[config.mk]
export PLATFORM = sky130hd
export DESIGN_NAME = fetch_unit
export DESIGN_NICKNAME = d
export VERILOG_FILES = /design/src/rtl/fetch_unit.sv
export SDC_FILE = /design/constraint.sdc
export NUM_CORES = 1
export LEC_CHECK = 0
export CAP_MARGIN = 20
export CORE_ASPECT_RATIO = 0.9
export CORE_MARGIN = 4
export CORE_UTILIZATION = 40
export CTS_CLUSTER_DIAMETER = 80
export DETAILED_ROUTE_END_ITERATION = 16
export PLACE_DENSITY = 0.72
export SYNTH_ARGS = -nofsm -noshare
export SYNTH_HDL_FRONTEND = slang
export SYNTH_SLANG_ARGS = --single-unit
[constraint.sdc]
create_clock -name i_clk -period 12.3 [get_ports i_clk]
set_clock_uncertainty 0.1 [all_clocks]
set_input_delay 2.46 -clock i_clk [delete_from_list [all_inputs] [get_ports i_clk]]
set_output_delay 2.46 -clock i_clk [all_outputs]
set_load 0.03 [all_outputs]
[src/rtl/fetch_unit.sv]
// -----------------------------------------------------------------------------
// fetch_unit
// Instruction-fetch front end. Owns the architectural fetch PC, runs a
// single-outstanding request/response handshake to instruction memory,
// captures the BTB prediction at grant time and presents the fetched
// instruction with its PC, PC+4 and prediction to the decode stage.
//
// Ports
//   i_clk, i_arst           clock, asynchronous active-high reset
//   i_stall_fetch           decode stall; held instruction is not consumed
//   i_redirect/_pc          execute-stage redirect and its target
//   o_btb_pc                PC presented to the BTB (the PC register)
//   i_btb_*                 BTB lookup result for o_btb_pc
//   o_imem_req/_addr        memory request and word-aligned address
//   i_imem_gnt              request accepted this cycle
//   i_imem_rvalid/_rdata    memory response
//   o_valid, o_instr, o_pc, o_pc_plus4,
//   o_branch_pred_taken, o_btb_way, o_pc_target_pred
//                           registered instruction outputs to decode
//
// state | meaning
// INIT  | one idle cycle after reset release
// REQ   | request PC to memory, waiting for grant
// WAIT  | request in flight, waiting for response
// HOLD  | instruction presented to decode, waiting for it to be consumed
// -----------------------------------------------------------------------------
module fetch_unit #(
    parameter int                    ADDR_WIDTH  = 64,
    parameter int                    INSTR_WIDTH = 32,
    parameter logic [ADDR_WIDTH-1:0] RESET_PC    = ADDR_WIDTH'(64'h0000_0000_8000_0000)
) (
    input  logic                   i_clk,
    input  logic                   i_arst,
    input  logic                   i_stall_fetch,
    input  logic                   i_redirect,
    input  logic [ADDR_WIDTH-1:0]  i_redirect_pc,
    output logic [ADDR_WIDTH-1:0]  o_btb_pc,
    input  logic                   i_btb_hit,
    input  logic                   i_btb_taken,
    input  logic [1:0]             i_btb_way,
    input  logic [ADDR_WIDTH-1:0]  i_btb_target,
    output logic                   o_imem_req,
    output logic [ADDR_WIDTH-1:0]  o_imem_addr,
    input  logic                   i_imem_gnt,
    input  logic                   i_imem_rvalid,
    input  logic [INSTR_WIDTH-1:0] i_imem_rdata,
    output logic                   o_valid,
    output logic [INSTR_WIDTH-1:0] o_instr,
    output logic [ADDR_WIDTH-1:0]  o_pc,
    output logic [ADDR_WIDTH-1:0]  o_pc_plus4,
    output logic                   o_branch_pred_taken,
    output logic [1:0]             o_btb_way,
    output logic [ADDR_WIDTH-1:0]  o_pc_target_pred
);

    typedef enum logic [1:0] {
        ST_INIT = 2'd0,
        ST_REQ  = 2'd1,
        ST_WAIT = 2'd2,
        ST_HOLD = 2'd3
    } state_t;

    localparam logic [ADDR_WIDTH-1:0] ALIGN_MASK = ~ADDR_WIDTH'(3);

    state_t                  r_state;
    logic [ADDR_WIDTH-1:0]   r_pc;
    logic                    r_kill;
    logic                    r_pred_taken;
    logic [1:0]              r_pred_way;
    logic [ADDR_WIDTH-1:0]   r_pred_target;

    logic                    r_valid;
    logic [INSTR_WIDTH-1:0]  r_instr;
    logic [ADDR_WIDTH-1:0]   r_out_pc;
    logic [ADDR_WIDTH-1:0]   r_out_pc_plus4;
    logic                    r_out_pred_taken;
    logic [1:0]              r_out_way;
    logic [ADDR_WIDTH-1:0]   r_out_target;

    logic [ADDR_WIDTH-1:0]   w_redirect_pc;
    logic [ADDR_WIDTH-1:0]   w_pc_plus4;
    logic [ADDR_WIDTH-1:0]   w_seq_next_pc;

    assign w_redirect_pc = i_redirect_pc & ALIGN_MASK;
    assign w_pc_plus4    = r_pc + ADDR_WIDTH'(4);
    // The BTB target is forced to word alignment so the request address
    // never carries low bits.
    assign w_seq_next_pc = r_pred_taken ? (r_pred_target & ALIGN_MASK) : w_pc_plus4;

    assign o_btb_pc            = r_pc;
    assign o_imem_req          = (r_state == ST_REQ);
    assign o_imem_addr         = (r_state == ST_REQ) ? (r_pc & ALIGN_MASK) : '0;
    assign o_valid             = r_valid;
    assign o_instr             = r_instr;
    assign o_pc                = r_out_pc;
    assign o_pc_plus4          = r_out_pc_plus4;
    assign o_branch_pred_taken = r_out_pred_taken;
    assign o_btb_way           = r_out_way;
    assign o_pc_target_pred    = r_out_target;

    always_ff @(posedge i_clk or posedge i_arst) begin
        if (i_arst) begin
            r_state          <= ST_INIT;
            r_pc             <= RESET_PC;
            r_kill           <= 1'b0;
            r_pred_taken     <= 1'b0;
            r_pred_way       <= '0;
            r_pred_target    <= '0;
            r_valid          <= 1'b0;
            r_instr          <= '0;
            r_out_pc         <= '0;
            r_out_pc_plus4   <= '0;
            r_out_pred_taken <= 1'b0;
            r_out_way        <= '0;
            r_out_target     <= '0;
        end else begin
            case (r_state)
                ST_INIT: begin
                    r_state <= ST_REQ;
                    if (i_redirect) begin
                        r_pc <= w_redirect_pc;
                    end
                end

                ST_REQ: begin
                    if (i_imem_gnt) begin
                        r_pred_taken  <= i_btb_hit & i_btb_taken;
                        r_pred_way    <= i_btb_way;
                        r_pred_target <= i_btb_target;
                        r_state       <= ST_WAIT;
                    end
                    if (i_redirect) begin
                        r_pc <= w_redirect_pc;
                        // Old address already granted: its response must be dropped.
                        if (i_imem_gnt) begin
                            r_kill <= 1'b1;
                        end
                    end
                end

                ST_WAIT: begin
                    if (i_imem_rvalid) begin
                        r_kill <= 1'b0;
                        if (r_kill || i_redirect) begin
                            r_state <= ST_REQ;
                        end else begin
                            r_valid          <= 1'b1;
                            r_instr          <= i_imem_rdata;
                            r_out_pc         <= r_pc;
                            r_out_pc_plus4   <= w_pc_plus4;
                            r_out_pred_taken <= r_pred_taken;
                            r_out_way        <= r_pred_way;
                            r_out_target     <= r_pred_target;
                            r_state          <= ST_HOLD;
                        end
                    end else if (i_redirect) begin
                        r_kill <= 1'b1;
                    end
                    if (i_redirect) begin
                        r_pc <= w_redirect_pc;
                    end
                end

                ST_HOLD: begin
                    if (i_redirect || !i_stall_fetch) begin
                        r_valid          <= 1'b0;
                        r_instr          <= '0;
                        r_out_pc         <= '0;
                        r_out_pc_plus4   <= '0;
                        r_out_pred_taken <= 1'b0;
                        r_out_way        <= '0;
                        r_out_target     <= '0;
                        r_pc             <= i_redirect ? w_redirect_pc : w_seq_next_pc;
                        r_state          <= ST_REQ;
                    end
                end

                default: begin
                    r_state <= ST_INIT;
                end
            endcase
        end
    end

endmodule

# [Word-level counts from Yosys, hierarchy flattened]
# Index checks and enable logic that the tools add are counted.
[op_classes] eq_ne=10 reduce_logical=12 add_sub_neg=1 n_bitwise=1 mux=41
[ops] cell="64-bit 2-to-1 mux" n=12
[ops] cell="64-bit one-hot mux with 2 select lines" n=4
[ops] cell="32-bit 2-to-1 mux" n=3
[ops] cell="64-bit by 3-bit adder with 64-bit output (second input constant)" n=1
[ops] cell="32-bit one-hot mux with 2 select lines" n=1
[ops] cell="2-bit 2-to-1 mux" n=7
[ops] cell="1-bit 2-to-1 mux" n=9
[ops] cell="2-bit != test (second input constant)" n=4
[ops] cell="2-bit one-hot mux with 4 select lines" n=1
[ops] cell="4-bit AND reduction" n=2
[ops] cell="1-bit one-hot mux with 2 select lines" n=3
[ops] cell="2-bit == test (second input constant)" n=2
[ops] cell="2-bit by 1-bit != test with 1-bit output (second input constant)" n=2
[ops] cell="2-bit one-hot mux with 2 select lines" n=1
[ops] cell="2-bit AND reduction" n=2
[ops] cell="2-bit nonzero test" n=2
[ops] cell="3-bit != test (second input constant)" n=1
[ops] cell="3-bit AND reduction" n=1
[ops] cell="3-bit OR reduction" n=1
[ops] cell="2-bit by 1-bit == test with 1-bit output (second input constant)" n=1
[ops] cell="2-bit logical NOT" n=1
[ops] cell="1-bit logical OR" n=2
[ops] cell="1-bit AND" n=1
[ops] cell="1-bit logical NOT" n=1
[totals] out_inout_bits=357 inputBits=170 regBits=362 word_cells=78

# [Longest topological paths before layout]
# Gate-level depths: netlist of the first run.
[logic_depth] ltp_word=5 mapped_depth=10 depth_no_buf=7

# [Worst setup path after synthesis of the first run]
# Ideal clock, no wire load.
[synth_path] path_kind="in2reg" from="in i_redirect" to="reg r_out_pc_plus4[39], in the netlist o_pc_plus4[39]" setup_time_ns=0.122 t_required_ns=12.078 arrival_time_ns=4.261 path_slack_ns=7.817 cell_stages=8 path_buffers=4 path_cell_list="clkbuf_1 > or3b_2 > a221o_1 > clkbuf_1 > clkbuf_1 > clkbuf_1 > a32oi_1 > nand2_1"
[synth_between] elab_chain_cells=3 elab_cells_between_ends=5 cone_classes="2 x eq/ne; 3 x reduce/logical"
[synth_lines] element="from (decl)" line="35" source="input logic i_redirect,"
[synth_lines] element="1-bit logical OR, on equally long branches" line="165, 144"
[synth_lines] element="2-bit != test (no line)"
[synth_lines] element="4-bit AND reduction (no line) *"
[synth_lines] element="to (signal assigned)" line="150" source="r_out_pc_plus4 <= w_pc_plus4;"
[synth_lines] element="to (decl)" line="75" source="logic [ADDR_WIDTH-1:0] r_out_pc_plus4;"
# Mark *: on every way between the ends. The rest lies on a longest branch, timed or not.
# A chain may end at the register's enable or synchronous reset.

# [Worst setup path after layout of the first run]
[layout_path] from="in i_redirect" to="reg r_out_pc[12], in the netlist o_pc[12]"
[layout_between] elab_chain_cells=3 elab_cells_between_ends=5 cone_classes="2 x eq/ne; 3 x reduce/logical"
[layout_lines] element="1-bit logical OR, on equally long branches" line="165, 144"
[layout_lines] element="2-bit != test (no line)"
[layout_lines] element="4-bit AND reduction (no line) *"
[layout_lines] element="to (signal assigned)" line="149" source="r_out_pc <= r_pc;"
[layout_lines] element="to (decl)" line="74" source="logic [ADDR_WIDTH-1:0] r_out_pc;"
# Marked as above.

==> results of run 1 <==
-- cells in the mapped netlist, types with 42 or more instances --
library cell  number
and2_1            71
nand4_1           42
nor3_1            43
o21ai_0           48
nand3_1          197
dfrtp_1          356
clkbuf_1         135
nand2_1          404
mux2_2            67
nor2_1            47
a21oi_1           72
-- how the worst max path moves through the flow --
stage / end / startpoint
2_1_floorplan: o_branch_pred_taken$_DFFE_PP0P_ / i_arst
3_3_place_gp: o_pc_plus4[48]$_DFFE_PP0P_ / i_redirect
3_5_place_dp: o_pc_target_pred[26]$_DFFE_PP0P_ / i_redirect
4_1_cts: o_pc_plus4[48]$_DFFE_PP0P_ / i_redirect
5_1_grt: o_instr[2]$_DFFE_PP0P_ / i_redirect
6_report: o_pc[12]$_DFFE_PP0P_ / i_redirect
-- worst max-delay path: cells and delay by family --
kind / cells / cell delay [ns]
buffers and inverters: 4 / 2.49
AOI/OAI and AO/OA: 1 / 1.02
and+or+nand+nor: 3 / 0.37
-- per-stage QoR --
step	util	setup WS [ns]	cell area, µm²
6_report	0.564	6.22	24400
4_1_cts	0.563	6.33	24300
3_5_place_dp	0.532	5.76	23000
5_1_grt	0.564	6.05	24300
3_3_place_gp	0.532	5.72	23000
2_1_floorplan	-	4.96	17500
-- per-layer routing --
metal	vias up	share of wire
met5	-	0.00019
met4	2	0.032
met3	139	0.099
met2	897	0.45
met1	8345	0.42
li1	7452	-
-- registers in the layout, indices dropped and copies added, names as in the netlist --
signal and count:
o_branch_pred_taken 1, o_btb_pc 62, o_btb_way 2, o_instr 32, o_pc 63, o_pc_plus4 62, o_pc_target_pred 64, o_valid 1
r_kill 1, r_pred_taken 1, r_pred_target 64, r_pred_way 2, r_state 2
-- power groups by stage --
stage	Clock (mW)	Sequential, mW	Combinational [mW]
after floorplan	0	2.53	1.47
after global placement	0	2.11	3.27
after detailed placement	0	2.13	3.32
after CTS	1.25	2.12	3.33
after global routing	1.29	2.19	3.53
final	1.23	2.13	3.32
-- final cells by class --
class / instances / area share
flip-flops and latches: 357 / 0.367
inverters: 21 / 0.00349
repair buffers: 546 / 0.223
well taps: 555 / 0.0285
clock buffers: 62 / 0.0499
diodes: 11 / 0.00113
clock inverters: 10 / 0.00473
multi-input cells: 1327 / 0.322
-- cell families after synthesis --
family | count (synthesis) | share of synthesized area
and+or+nand+nor | 898 | 0.248
other | 1 | 0.000214
AOI/OAI and AO/OA | 302 | 0.122
muxes | 80 | 0.0505
adders and majority gates | 6 | 0.00429
DFF | 357 | 0.511
xor gates and xnor gates | 37 | 0.0185
buffers and inverters | 197 | 0.0459
==> run_results.csv, run 1 <==
group,metric,value,unit
power_and_ir_drop,p_per_area,274,nW/µm²
yosys,synth_area_leaders,"dfrtp_1 51%, nand2_1 8.7%, nand3_1 5.6%",
setup_path,max_stage_delay,1.02,ns
power_and_ir_drop,power_frac_seq,0.319,
sta,max_freq,164,MHz
global_route,grt_pass1_vias,16000,
floorplanning,core_area,43200,µm²
yosys,ys_ff_latch,357,
cts,postCtsSetupBuffers,0,
cells_and_area,area_growth,39.2,%
cts,cts_buffers,40,
global_route,grt_busiest_layer,"met2",
setup_path,cp_slowest_cell,"a221oi_4",
hold_path,hold_end,"o_pc_target_pred[10]$_DFFE_PP0P_",
setup_path,reg2reg_from,"r_state[0]$_DFFE_PP0P_",
yosys,yosysTopAreaCell,"dfrtp_1",
flow_run,max-cap-violations,0,
cells_and_area,drive_above_1_share,0.0831,
global_route,grt_max_degree,148,
global_route,gr-usage-met3,0.0773,
route,drtIter0Drc,1496,
floorplanning,die_h,206,µm
cells_and_area,final_cell_mix,"520 x clkdlybuf4s50_1, 403 x nand2_1, 355 x dfrtp_1, 197 x nand3_1",
setup_path,path_common_cell,"buf_4",
route,route.detailed.drc,0,
global_route,grt_pass1_wl,103,mm
cts,hold_buffers,0,
yosys,syn_avg_cell_area,9.32,µm²
route,vias,16800,
setup_path,crit_chain,"clkdlybuf4s50_1 -> nor2b_4 -> buf_4 -> a221oi_4 -> buf_4 -> buf_4 -> nand3_1 -> nand2_1",
power_and_ir_drop,p_int,3.62,mW
yosys,synth-edff-count,0,
cts,root_buffer,"clkbuf_16",
cts,htree_levels,2,
cells_and_area,regArea,8940,µm²
floorplanning,ios,527,
yosys,synth_top_area_frac,0.509,
cts,insertion_delay,0.58,ns
yosys,syn_area,17500,µm²
global_route,overflow,0,
yosys,yosysWarnings,0,
setup_path,rr_worst_depth,9,
floorplanning,rows,72,
power_and_ir_drop,power.share.clock,0.184,
yosys,ys_types,81,
yosys,synth-main-ff-cell,"dfrtp_1",
sta,slew_headroom,0.253,
yosys,synth.yosys.seq_area_share,0.511,
power_and_ir_drop,combPwrFrac,0.497,
cts,cts_tree,"done",
setup_path,timing.rr.end,"o_pc_plus4[48]$_DFFE_PP0P_",
cells_and_area,fin_cells,2889,
cells_and_area,nNetsFinal,2469,
cts,clockBufferDepth,3,
placement,numPortBuffers,520,
hold_path,min_path_type,"reg2reg",
floorplanning,start_util,0.406,
cts,post_cts_resized,0,
global_route,antenna_found_initial,10,
setup_path,cp.required,12.68,ns
sta,finalCritPeriodShare,0.495,
sta,hold_viol,0,
setup_path,worstSetupEndpointType,"flop",
route,vias_per_cell,5.83,
global_route,track_usage,0.284,
setup_path,reg2reg_slack,7.61,ns
sta,rsz0062_at_grt,"no",
floorplanning,dieArea,47200,µm²
power_and_ir_drop,p_leak,10.5,nW
placement,hpwl,49.3,mm
global_route,grtUsageMet2,0.426,
yosys,syn_inst,1878,
route,drt_wl_total,69.9,mm
cts,path_clk_slew,0.06,ns
setup_path,crit_path_start_kind,"input port",
setup_path,crit_type,"in2reg",
placement,dp.cells,2805,
cts,cts.sinks,357,
sta,setup_viol,0,
route,wl_per_cell,24.2,µm
status,outcome,"finished clean",
cells_and_area,fillers,3809,
setup_path,critPathMaxFanout,91,
hold_path,hold_depth,2,
hold_path,hold_path_startpoint,"o_pc_target_pred[10]$_DFFE_PP0P_",
route,dr.pass1.iters,5,
cells_and_area,multi_input_area,7850,µm²
cells_and_area,layout_commonest_cell,"clkdlybuf4s50_1",
power_and_ir_drop,netSwitchingFraction,0.458,
setup_path,critical_path_arrival,6.47,ns
floorplanning,die_x,228,µm
route,drtAntennaViolNets,0,
sta,tns,0,ns
global_route,use_met1,0.404,
yosys,synthArstFlopShare,1.00,
power_and_ir_drop,p_sw,3.06,mW
sta,whs,0.366,ns
power_and_ir_drop,peakVddDrop,0.000159,V
sta,period_minus_slack,6.08,ns
sta,worst_pin_slew,1.12,ns
power_and_ir_drop,total_power,6.68,mW
sta,maxSlewViolCount,0,
placement,place_congestion,0.886,
Power figures use the tool's default switching activity.
==> run 2, diff against run 1 <==
==> constraint.sdc (replaced) <==
create_clock -name i_clk -period 5.5 [get_ports i_clk]
set_clock_uncertainty 0.1 [all_clocks]
set_input_delay 1.1 -clock i_clk [delete_from_list [all_inputs] [get_ports i_clk]]
set_output_delay 1.1 -clock i_clk [all_outputs]
set_load 0.03 [all_outputs]
==> run_results.csv, run 2 (synthesis gave the netlist of run 1 again) <==
group,metric,value,unit
route,route.detailed.drc,0,
cts,htree_levels,2,
global_route,grt_pass1_wl,105,mm
cts,hold_buffers,0,
setup_path,timing.rr.end,"o_pc_plus4[6]$_DFFE_PP0P_",
route,drt_wl_total,70.9,mm
power_and_ir_drop,combPwrFrac,0.495,
sta,setup_viol,0,
route,vias,16800,
route,drtIter0Drc,1919,
setup_path,cp.required,4.30,ns
sta,max_freq,226,MHz
power_and_ir_drop,netSwitchingFraction,0.454,
placement,place_area,23100,µm²
setup_path,crit_buf_inv,3,
floorplanning,dieArea,47200,µm²
sta,worst_pin_slew,1.06,ns
cells_and_area,multi_input_area,7850,µm²
floorplanning,ios,527,
setup_path,critPathLaunch,"r_state[1]$_DFFE_PP0P_",
cts,cts_tree,"done",
cts,insertion_delay,0.58,ns
sta,whs,0.363,ns
sta,slew_headroom,0.292,
cts,root_buffer,"clkbuf_16",
sta,tns,0,ns
sta,hold_viol,0,
cells_and_area,regArea,8940,µm²
setup_path,reg2reg_from,"r_state[0]$_DFFE_PP0P_",
cts,postCtsSetupBuffers,0,
power_and_ir_drop,p_int,8.26,mW
power_and_ir_drop,p_per_area,617,nW/µm²
setup_path,crit_family,"buffers and inverters",
floorplanning,die_h,206,µm
setup_path,crit_path_start_kind,"flop",
cells_and_area,finish.instance_area,24500,µm²
setup_path,crit_chain,"inv_1 -> ha_2 -> buf_4 -> and2_1 -> clkdlybuf4s50_1",
cts,post_cts_resized,0,
status,outcome,"finished clean",
global_route,antenna_found_initial,8,
hold_path,hold_path_startpoint,"o_pc_target_pred[16]$_DFFE_PP0P_",
placement,hpwl,50.1,mm
flow_run,max-cap-violations,0,
hold_path,hold_end,"o_pc_target_pred[16]$_DFFE_PP0P_",
global_route,grt_max_degree,134,
cells_and_area,fillers,3742,
cts,cts.sinks,357,
cells_and_area,area_growth,40.2,%
hold_path,hold_depth,2,
setup_path,cp_slowest_cell,"ha_2",
cts,path_clk_slew,0.06,ns
sta,period_minus_slack,4.43,ns
power_and_ir_drop,power.share.clock,0.193,
global_route,track_usage,0.288,
placement,place_congestion,0.905,
cells_and_area,layout_commonest_cell,"clkdlybuf4s50_1",
placement,numPortBuffers,520,
cells_and_area,fin_util,0.569,
cts,cts_buffers,41,
setup_path,max_stage_delay,0.86,ns
global_route,overflow,0,
floorplanning,die_x,228,µm
power_and_ir_drop,power_frac_seq,0.311,
floorplanning,core_area,43200,µm²
route,wl_per_cell,24.5,µm
setup_path,critical_path_arrival,3.23,ns
setup_path,reg2reg_slack,2.22,ns
route,vias_per_cell,5.81,
cells_and_area,nNetsFinal,2476,
setup_path,worstSetupEndpointType,"output pin",
cells_and_area,final_cell_mix,"520 x clkdlybuf4s50_1, 403 x nand2_1, 355 x dfrtp_1, 197 x nand3_1",
power_and_ir_drop,p_sw,6.88,mW
power_and_ir_drop,p_leak,10.6,nW
sta,rsz0062_at_grt,"no",
setup_path,rr_worst_depth,6,
floorplanning,start_util,0.406,
floorplanning,rows,72,
power_and_ir_drop,total_power,15.1,mW
global_route,grt_pass1_vias,16200,
setup_path,crit_type,"reg2out",
sta,finalCritPeriodShare,0.806,
route,dr.pass1.iters,6,
setup_path,critPathMaxFanout,42,
route,drtAntennaViolNets,0,
sta,maxSlewViolCount,0,
power_and_ir_drop,peakVddDrop,0.000391,V
hold_path,min_path_type,"reg2reg",
cells_and_area,drive_above_1_share,0.0876,
cts,clockBufferDepth,3,
==> run 2: changes by cell type in the layout (fill, tap and decap cells not counted), sizes merged <==
cell and delta:
clkinv -2, buf +6, bufinv +2, inv +3, diode -4, clkbuf -2
==> run 2: worst max path at each step <==
stage          depth (start not counted)                               to  slack, ns
2_1_floorplan                          1  o_branch_pred_taken$_DFFE_PP0P_      -0.48
3_3_place_gp                           5        o_pc_plus4[9]$_DFFE_PP0P_       1.16
3_5_place_dp                           6        o_pc_plus4[4]$_DFFE_PP0P_       1.11
4_1_cts                                5                  o_imem_addr[51]       1.03
5_1_grt                                5                  o_imem_addr[51]       0.86
6_report                               5                  o_imem_addr[51]       1.07
==> run 2: tightest hold or removal path: stages (launching register included) <==
cell	delay, ns
dfrtp_1	0.34
nand2_1	0.05
nand2_1	0.05
==> run 2: area by class of cell <==
class | instances | area share
multi-input combinational | 1327 | 0.320
antenna | 7 | 0.000714
timing repair buffer | 552 | 0.225
sequential | 357 | 0.364
clock inverter | 13 | 0.00821
clock buffer | 60 | 0.0500
tap | 555 | 0.0283
inverter | 21 | 0.00347
==> run 2: power groups by stage <==
stage	sequential [mW]	combinational, mW	clock [mW]
after floorplan	5.67	3.28	0
after global placement	4.65	7.37	0
after detailed placement	4.71	7.49	0
after CTS	4.68	7.51	2.96
after global routing	4.83	7.95	3.07
final	4.71	7.50	2.92
==> run 2: metal layers <==
metal  GRT usage  vias up  share of wire  wire length [µm]
li1            -     7456              -                 -
met1       0.409     8329           0.43             30400
met2       0.428      872           0.44             31400
met3      0.0809      135          0.099              7010
met4      0.0903        2          0.030              2100
met5           0        -        0.00018                13
==> run 2: per-stage QoR <==
step	setup slack, ns	std cells
2_1_floorplan	-0.484	1881
3_3_place_gp	1.16	2811
3_5_place_dp	1.11	2811
4_1_cts	1.03	2884
5_1_grt	0.865	2890
6_report	1.07	2892
==> run 3, diff against run 2 <==
==> constraint.sdc (replaced) <==
create_clock -name i_clk -period 4 [get_ports i_clk]
set_clock_uncertainty 0.1 [all_clocks]
set_input_delay 0.8 -clock i_clk [delete_from_list [all_inputs] [get_ports i_clk]]
set_output_delay 0.8 -clock i_clk [all_outputs]
set_load 0.03 [all_outputs]
==> run_results.csv, run 3 (synthesis gave the netlist of run 1 again) <==
group,metric,value,unit
route,vias,17100,
cells_and_area,layout_commonest_cell,"clkdlybuf4s50_1",
setup_path,crit_path_start_kind,"flop",
setup_path,cp.required,3.10,ns
cts,post_cts_resized,0,
global_route,grt_max_degree,117,
setup_path,critPathMaxFanout,24,
cts,htree_levels,2,
floorplanning,start_util,0.406,
cts,cts_buffers,40,
cts,clockBufferDepth,3,
setup_path,rr_worst_depth,5,
global_route,overflow,0,
placement,preCtsSetupSlack,0.553,ns
cts,postCtsSetupBuffers,0,
power_and_ir_drop,combPwrFrac,0.509,
route,wl_per_cell,24.5,µm
power_and_ir_drop,peakVddDrop,0.000500,V
sta,rsz0062_at_grt,"no",
setup_path,crit_type,"reg2out",
sta,max_freq,262,MHz
cts,root_buffer,"clkbuf_16",
cells_and_area,finish.instance_area,24500,µm²
route,dr.pass1.iters,7,
floorplanning,dieArea,47200,µm²
route,vias_per_cell,5.87,
cts,insertion_delay,0.57,ns
cells_and_area,area_growth,40.3,%
route,drtAntennaViolNets,0,
route,drtIter0Drc,1692,
floorplanning,ios,527,
cells_and_area,nNetsFinal,2495,
sta,layout_setup_ws,0.188,ns
floorplanning,die_h,206,µm
sta,maxSlewViolCount,0,
global_route,antenna_found_initial,9,
sta,hold_viol,0,
global_route,grt_pass1_vias,16200,
power_and_ir_drop,p_sw,9.45,mW
setup_path,crit_end,"o_imem_addr[3]",
setup_path,worstSetupEndpointType,"output pin",
sta,tns,0,ns
route,route.detailed.drc,0,
cts,cts.sinks,357,
placement,numPortBuffers,520,
setup_path,critical_path_arrival,2.91,ns
cells_and_area,drive_above_1_share,0.0925,
sta,setup_viol,0,
cts,hold_buffers,0,
global_route,grt_pass1_wl,105,mm
power_and_ir_drop,p_int,11.1,mW
setup_path,critPathLaunch,"r_state[1]$_DFFE_PP0P_",
power_and_ir_drop,p_per_area,836,nW/µm²
hold_path,min_path_type,"reg2reg",
global_route,track_usage,0.289,
placement,place_area,23300,µm²
cells_and_area,fin_util,0.569,
cts,cts_tree,"done",
power_and_ir_drop,power.share.clock,0.172,
sta,finalCritPeriodShare,0.953,
cts,path_clk_slew,0.06,ns
setup_path,reg2reg_from,"o_btb_pc[6]$_DFFE_PP0P_",
flow_run,max-cap-violations,0,
floorplanning,core_area,43200,µm²
sta,slew_headroom,0.382,
power_and_ir_drop,p_leak,10.6,nW
floorplanning,rows,72,
status,outcome,"finished clean",
route,drt_wl_total,71.3,mm
power_and_ir_drop,netSwitchingFraction,0.460,
floorplanning,die_x,228,µm
setup_path,reg2reg_slack,0.86,ns
power_and_ir_drop,power_frac_seq,0.319,
placement,place_congestion,0.939,
placement,hpwl,51.7,mm
sta,worst_pin_slew,0.918,ns
setup_path,timing.rr.end,"o_pc_plus4[55]$_DFFE_PP0P_",
cells_and_area,final_cell_mix,"520 x clkdlybuf4s50_1, 403 x nand2_1, 355 x dfrtp_1, 197 x nand3_1",
sta,period_minus_slack,3.81,ns
==> run 3: changes by cell type in the layout (fill, tap and decap cells not counted), sizes merged <==
cell | previous run | this run
buf | 32 | 52
bufinv | 4 | 0
clkbuf | 60 | 58
clkinv | 4 | 8
clkinvlp | 1 | 3
diode | 7 | 5
inv | 25 | 22
==> run 3: worst min-delay path by stage <==
stage	startpoint	slack [ns]	endpoint	cells past startpoint
floorplan	r_pred_way[0]$_DFFE_PP0P_	0.36	o_btb_way[0]$_DFFE_PP0P_	2
global placement	o_instr[27]$_DFFE_PP0P_	0.35	o_instr[27]$_DFFE_PP0P_	2
detailed placement	o_pc_target_pred[30]$_DFFE_PP0P_	0.36	o_pc_target_pred[30]$_DFFE_PP0P_	2
CTS	o_instr[21]$_DFFE_PP0P_	0.37	o_instr[21]$_DFFE_PP0P_	2
global route	o_pc[12]$_DFFE_PP0P_	0.39	o_pc[12]$_DFFE_PP0P_	2
finish	o_pc_target_pred[54]$_DFFE_PP0P_	0.37	o_pc_target_pred[54]$_DFFE_PP0P_	2
==> run 3: metal layers <==
metal | GRT usage | wire length, µm
met3 | 0.0786 | 7030
met1 | 0.410 | 30200
met4 | 0.0920 | 1920
met5 | 0 | 13
met2 | 0.433 | 32100
==> run 3: area by class of cell <==
| cell class | count | area [µm²] |
|---|---|---|
| sequential | 357 | 8940 |
| clock inverter | 12 | 72.6 |
| fill | 3805 | 18600 |
| multi-input combinational | 1327 | 7850 |
| antenna | 5 | 12.5 |
| tap | 555 | 694 |
| timing repair buffer | 572 | 5730 |
| clock buffer | 58 | 1160 |
| inverter | 21 | 85.1 |
==> run 3: worst max-delay path: stages, from the launching register on <==
cell and delay, ns:
dfrtp_1 0.43, inv_1 0.12, ha_2 0.57, buf_4 0.37, and2_1 0.18, clkdlybuf4s50_1 0.70
==> run 3: metrics by stage <==
step	total power [mW]	instances	hold WS [ns]
global route	21.6	2907	0.391
detailed placement	17.0	2832	0.355
global placement	16.7	2832	0.351
CTS	20.6	2902	0.368
floorplan	12.3	1881	0.361
finish	20.5	2907	0.365
==> run 3: power by group through the flow <==
stage / combinational (mW) / sequential, mW / clock [mW]
2_1_floorplan: 4.51 / 7.79 / 0
3_3_place_gp: 10.3 / 6.48 / 0
3_5_place_dp: 10.4 / 6.54 / 0
4_1_cts: 10.5 / 6.50 / 3.61
5_1_grt: 11.1 / 6.72 / 3.75
6_report: 10.5 / 6.54 / 3.53
